==> config.mk <==
export PLATFORM = sky130hd
export DESIGN_NAME = bus_arbiter
export DESIGN_NICKNAME = d
export VERILOG_FILES = /design/src/rtl/bus_arbiter.sv
export SDC_FILE = /design/constraint.sdc
export NUM_CORES = 1
export LEC_CHECK = 0
export ABC_AREA = 1
export CORE_ASPECT_RATIO = 0.75
export CORE_MARGIN = 2
export CORE_UTILIZATION = 57
export DETAILED_ROUTE_END_ITERATION = 16
export PLACE_DENSITY = 0.85
export SETUP_SLACK_MARGIN = 0.4
export SLEW_MARGIN = 20
export SYNTH_ARGS = -nofsm -noshare
export SYNTH_HDL_FRONTEND = slang
export SYNTH_SLANG_ARGS = --single-unit
==> constraint.sdc <==
create_clock -name clk -period 2.3 [get_ports clk]
set_input_delay 0.23 -clock clk [delete_from_list [all_inputs] [get_ports clk]]
set_output_delay 0.23 -clock clk [all_outputs]
set_load 0.05 [all_outputs]
==> src/rtl/bus_arbiter.sv <==
// rtl/bus_arbiter.sv - two-master serial bus arbiter with address snoop, timeout and optional ARB_ROUND_ROBIN_EN
module bus_arbiter #(
    parameter int TIMEOUT_CYCLES = 64,
    parameter int SEL_BITS       = 2
) (
    input  logic                       clk,
    input  logic                       reset,
    input  logic                       m1_req,
    input  logic                       m2_req,
    input  logic                       m1_release,
    input  logic                       m2_release,
    input  logic                       addr_valid,
    input  logic                       rx_address,
    output logic                       m1_grant,
    output logic                       m2_grant,
    output logic [(1<<SEL_BITS)-1:0]   slave_sel,
    output logic                       bus_busy,
    output logic                       timeout
);

    localparam int NSEL = 1 << SEL_BITS;
    localparam int BW   = (SEL_BITS > 1) ? $clog2(SEL_BITS) : 1;
    localparam logic [7:0]    TO_LAST  = 8'(TIMEOUT_CYCLES - 1);
    localparam logic [BW-1:0] BIT_LAST = BW'(SEL_BITS - 1);

    typedef enum logic [1:0] {IDLE, ADDR, XFER} state_t;

    state_t              state, state_nx;
    logic                owner;          // 0 = master 1, 1 = master 2
    logic [7:0]          cyc_cnt;
    logic [BW-1:0]       bit_cnt;
    logic [SEL_BITS-1:0] id_reg, id_full;
    logic [NSEL-1:0]     sel_reg, sel_dec;
    logic                timeout_q;
    logic                own_req, own_rel, term_rel, term_to, last_bit, pick_m2;
`ifdef ARB_ROUND_ROBIN_EN
    logic                last_owner;
`endif

    always_comb begin
        own_req  = owner ? m2_req : m1_req;
        own_rel  = owner ? m2_release : m1_release;
        term_rel = own_rel | ~own_req;
        term_to  = (cyc_cnt == TO_LAST);
        last_bit = addr_valid && (bit_cnt == BIT_LAST);
`ifdef ARB_ROUND_ROBIN_EN
        pick_m2  = m2_req && (!m1_req || !last_owner);
`else
        pick_m2  = m2_req && !m1_req;
`endif
    end

    // ID including the bit being shifted this cycle, so slave_sel lands on the last-bit edge
    always_comb begin
        id_full          = id_reg;
        id_full[bit_cnt] = rx_address;
        sel_dec          = '0;
        sel_dec[id_full] = 1'b1;
    end

    always_ff @(posedge clk or negedge reset) begin
        if (!reset) state <= IDLE;
        else        state <= state_nx;
    end

    always_comb begin
        state_nx = state;
        case (state)
            IDLE: if (m1_req || m2_req) state_nx = ADDR;
            ADDR: begin
                if (term_rel || term_to) state_nx = IDLE;
                else if (last_bit)       state_nx = XFER;
            end
            XFER: if (term_rel || term_to) state_nx = IDLE;
            default: state_nx = IDLE;
        endcase
    end

    always_ff @(posedge clk or negedge reset) begin
        if (!reset) begin
            owner      <= 1'b0;
            cyc_cnt    <= '0;
            bit_cnt    <= '0;
            id_reg     <= '0;
            sel_reg    <= '0;
            timeout_q  <= 1'b0;
`ifdef ARB_ROUND_ROBIN_EN
            last_owner <= 1'b1;
`endif
        end else begin
            timeout_q <= 1'b0;
            case (state)
                IDLE: begin
                    if (m1_req || m2_req) begin
                        owner   <= pick_m2;
                        cyc_cnt <= '0;
                        bit_cnt <= '0;
                        id_reg  <= '0;
                    end
                end
                ADDR, XFER: begin
                    if (cyc_cnt != 8'hFF) cyc_cnt <= cyc_cnt + 8'd1;
                    if (term_rel || term_to) begin
                        sel_reg    <= '0;
                        timeout_q  <= ~term_rel;
`ifdef ARB_ROUND_ROBIN_EN
                        last_owner <= owner;
`endif
                    end else if (state == ADDR && addr_valid) begin
                        id_reg[bit_cnt] <= rx_address;
                        bit_cnt         <= bit_cnt + BW'(1);
                        if (last_bit) sel_reg <= sel_dec;
                    end
                end
                default: ;
            endcase
        end
    end

    always_comb begin
        bus_busy  = (state != IDLE);
        m1_grant  = bus_busy && !owner;
        m2_grant  = bus_busy && owner;
        slave_sel = sel_reg;
        timeout   = timeout_q;
    end

endmodule
; ---- After elaboration in Yosys (flattened, before gate mapping)
; Cells that the tools add are included.
[classes]
n_addsub = 2
multipliers = 0
div = 0
order_cmp = 4
n_eq_ne = 10
n_shift = 0
mux = 28
bitwise_logic = 3
reduce_logical = 22
[op_table]
columns = op, n
row1 = $mux 8, 2
row2 = $pmux 8 s2, 1
row3 = $mux 2, 7
row4 = $mux 4, 3
row5 = $ne 2x2->1 const B, 5
row6 = $mux 1, 9
row7 = $reduce_and 3->1, 3
row8 = $add 8x1->8 const B, 1
row9 = $eq 8x6->1 const B, 1
row10 = $ne 8x8->1 const B, 1
row11 = $reduce_bool 2->1, 4
row12 = $logic_and 1x1->1, 7
row13 = $pmux 2 s3, 1
row14 = $pmux 2 s2, 1
row15 = $reduce_and 4->1, 1
row16 = $lt 2x3->1 const B, 1
row17 = $ne 3x3->1 const B, 1
row18 = $bwmux 2, 1
row19 = $demux 1 s2, 1
row20 = $eq 2x1->1 const B, 1
row21 = $eq 2x2->1 const B, 1
row22 = $ge 2x1->1 const B, 1
row23 = $logic_not 1->1, 2
row24 = $logic_not 2->1, 1
row25 = 10 further kinds, 12
[totals]
regBits = 19
latchBits = 0
mem_bits_rw = 0
rom_bits = 0
in_bits = 8
out_inout_bits = 8
word_cells = 76
mem_count = 0

; ---- Depth between registers and ports, before layout
[depth]
ltp_word = 12
mapped_depth = 11
depth_no_buf = 10

; ---- Worst setup path before layout
; OpenSTA, ideal clock, no wires.
[synth_path]
path_type = reg-to-reg
startpoint = reg state[0]
endpoint = reg cyc_cnt[5]
setup_time_ps = 118
t_arrival_ps = 1676
required_time_ps = 2182
slack_ps = 506
stages_incl_launch_ff = 12
path_buffers = 1
synth_period_minus_slack_ps = 1794
path_cell_list = dfrtp_1 > inv_1 > ha_1 > inv_1 > nor2_2 > nand2_1 > o21ai_0 > inv_1 > nand2_4 > buf_12 > nand2_1 > o21ai_2
[synth_between]
elab_chain_len = 4
elab_cells_between_ends = 9
cone_classes = eq/ne: 4 / mux: 1 / reduce/logical: 4
[synth_rtl]
columns = element, line_no
row1 = from (decl), 28  ; state_t state, state_nx;
row2 = from (signal assigned), 63  ; else state <= state_nx;
row3 = $eq 2x1->1 / $eq 2x2->1 (equally long branches), 92  ; case (state)
row4 = $reduce_or 2->1, 92
row5 = $ne 2x2->1 (no line) / $reduce_bool 2->1 (equally long branches), n/a
row6 = $reduce_and 3->1 (no line), n/a
row7 = to (signal assigned), 102  ; if (cyc_cnt != 8'hFF) cyc_cnt <= cyc_cnt + 8'd1;
row8 = to (decl), 30  ; logic [7:0] cyc_cnt;
; Parallel ways exist; a longest one is shown, timed or not.
; A chain may end at the register's enable or synchronous reset.

; ---- Final worst setup path
[layout_path]
startpoint = reg sel_reg[3] (netlist: slave_sel[3])
endpoint = out slave_sel[3]
[layout_rtl]
columns = element, line_no
row1 = from (decl), 33  ; logic [NSEL-1:0] sel_reg, sel_dec;
row2 = from (signal assigned), 112  ; if (last_bit) sel_reg <= sel_dec;
row3 = to (decl), 16  ; output logic [(1<<SEL_BITS)-1:0] slave_sel,
; No word-level cell between the ends.

==> results.toml <==
[run_status]
outcome = "finished, final reports clean"

[clock_network]
clk_pin_slew_ps = 110
htreeDepth = 1
cts-buffers-inserted = 3
clk_latency_ps = 310
clock_path_buffers = 2
cts_tree = "built"
clock_sinks = 19
cts-root-buf = "clkbuf_4"
postCtsSetupBuffers = 0

[layout]
syn_to_final_growth_pct = 15.8
largest_reg_flops = 8
drive_gt1_frac = 0.143
layout_commonest_cell = "nand2_1"
fin_util = 0.732
top_register = "cyc_cnt"
final_cells = 190
nFillCells = 136
layout_common_cells = "nand2_1, dfrtp_1, inv_1, o21ai_0, clkdlybuf4s50_1"
fin_nets = 181
fin_area_um2 = 1320
num_antenna_cells = 0

[logic_synthesis]
yosys.area.top_type = "dfrtp_1"
synth.avg_cell_area_um2 = 7.66
yosysUniqueCellTypes = 23
async_flop_share = 1.00
synth-edff-count = 0
yosysWarningCount = 0
postSynthCellCount = 149
syn_area_um2 = 1140
ys.flop_type = "dfrtp_1"
synth_nets = 161
ys_top_cells_by_area = "dfrtp_1, nand2_1, inv_1"
synth_top_area_frac = 0.417
synth-seq-cells = 19
ys_seq_area_frac = 0.417

[power]
switching_share = 0.501
p_seq_frac = 0.336
p_switching_w = 0.000724
p_leak_nw = 0.660
p_per_area_nw_per_um2 = 1090
peakVddDrop_mv = 0.882
power_frac_comb = 0.543
p_int_w = 0.000721
clkPwrFrac = 0.121

[grt]
first_global_vias = 948
grt_max_degree = 20
antenna_found_initial = 0
grt_pass1_wl_um = 4160
grt_overflow = 0
grt.total_usage = 0.228

[place]
placed_area_um2 = 1310
routabilityCongestion = 0.826
hpwl_um = 1840
portBuffers = 15
place_ws_ps = 427
place_inst = 186

[setup_path]
path_buf_inv = 1
slowest_delay_ps = 800
path_cells = "clkdlybuf4s50_1"
startpoint_type = "register"
crit_type = "register to output port"
startpoint = "slave_sel[3]"
reg2reg_from = "state[0]"
worst_setup_path_end_kind = "output port"
worstPathRequired_ps = 2070
cp_max_fo = 2
critical_path.slowest_cell = "clkdlybuf4s50_1"
cp.arrival_ps = 1490
path_delay_family = "buffers and inverters"

[drt]
ant_nets = 0
wl_um = 2360
vias = 1016
wl_per_cell_um = 12.4
drc_errors = 0
wl_met2_um = 1000
viasPerCell = 5.35
highest_layer = "met4"
first_iter_violations = 24
dr.pass1.iters = 4
wl_met3_um = 87
met1_length_um = 1220

[timing]
finalHoldViolCount = 0
worstMarginPinSlew_ps = 492
rsz0062_at_grt = "yes"
min_period_over_period = 0.747
final.setup.tns_ps = 0
final.setup.worst_slack_ps = 583
setup_viol = 0
clock_skew_ps = 11.7
fmax_mhz = 582
slew_headroom = 0.671
fin_crit_ps = 1720
drv_slew = 0

[floorplan]
io_pins = 16
start_util = 0.632
dieArea_um2 = 2380
core_area_um2 = 1810
rows = 13
die_h_um = 42.8
fp.dieW_um = 55.7

[job]
maxCapViolCount = 0

[min_path]
holdCritPathClass = "primary input to async pin"
==> path summary, 6_finish.rpt <==
kind | to | slack (ps) | depth (start not counted)
setup / recovery | slave_sel[3] | 580 | 1
setup reg to reg | cyc_cnt[6] | 590 | 10
hold / removal | slave_sel[1] | 260 | 2
min in group clk | slave_sel[2] | 500 | 2
hold reg to reg | slave_sel[2] | 500 | 2
max in group asynchronous | state[0] | 1820 | 2
==> routing by layer <==
| metal | track usage | vias up |
|---|---|---|
| met5 | 0 | - |
| met4 | 0.0976 | 0 |
| met3 | 0.0549 | 6 |
| met2 | 0.331 | 25 |
| met1 | 0.326 | 465 |
| li1 | - | 520 |
==> repair_timing <==
action / 4_1_cts / 5_1_grt
hold endpoints to repair: 0 / 0
setup endpoints to repair: 3 / 3
hold buffers: 0 / 0
resized for setup: 3 / 6
==> kinds of logic (layout without fill, tap and decap cells) <==
| group | Yosys count | after routing | synth area share |
|---|---|---|---|
| simple gates | 86 | 86 | 0.352 |
| compound gates | 19 | 19 | 0.0998 |
| flops | 19 | 19 | 0.417 |
| xor+xnor | 1 | 1 | 0.00768 |
| buf+inv | 20 | 39 | 0.0800 |
| fa+ha+maj | 4 | 4 | 0.0439 |
==> cells in the mapped netlist (3+ instances only) <==
cell type  number
nor2_2          3
nand2_2         3
nand2_1        44
o21ai_2         3
o21ai_0        13
dfrtp_1        19
nor2_1          9
nand4_1         7
ha_1            4
inv_1          18
nand3_1        11
or2_2           4
==> layout make-up <==
class	count	area, µm²	share of cell area
multi-input cells	110	574	0.435
flip-flops and latches	19	475	0.360
clock buffers	4	26.3	0.0199
well taps	22	27.5	0.0208
repair buffers	17	150	0.114
inverters	18	67.6	0.0511
==> power by group through the flow <==
stage / clock [W] / combinational [W] / sequential, W
global placement: 0 / 0.000784 / 0.000483
CTS: 0.000177 / 0.000789 / 0.000485
floorplan: 0 / 0.000551 / 0.000555
global route: 0.000187 / 0.000867 / 0.000497
finish: 0.000174 / 0.000785 / 0.000486
detailed placement: 0 / 0.000805 / 0.000491
==> per-stage QoR <==
stage	power (W)	hold slack (ps)
final	0.00145	262
after detailed placement	0.00130	476
after global routing	0.00155	305
after CTS	0.00145	292
after global placement	0.00127	465
after floorplan	0.00111	-65.6
(Power assumes the default switching activity.)
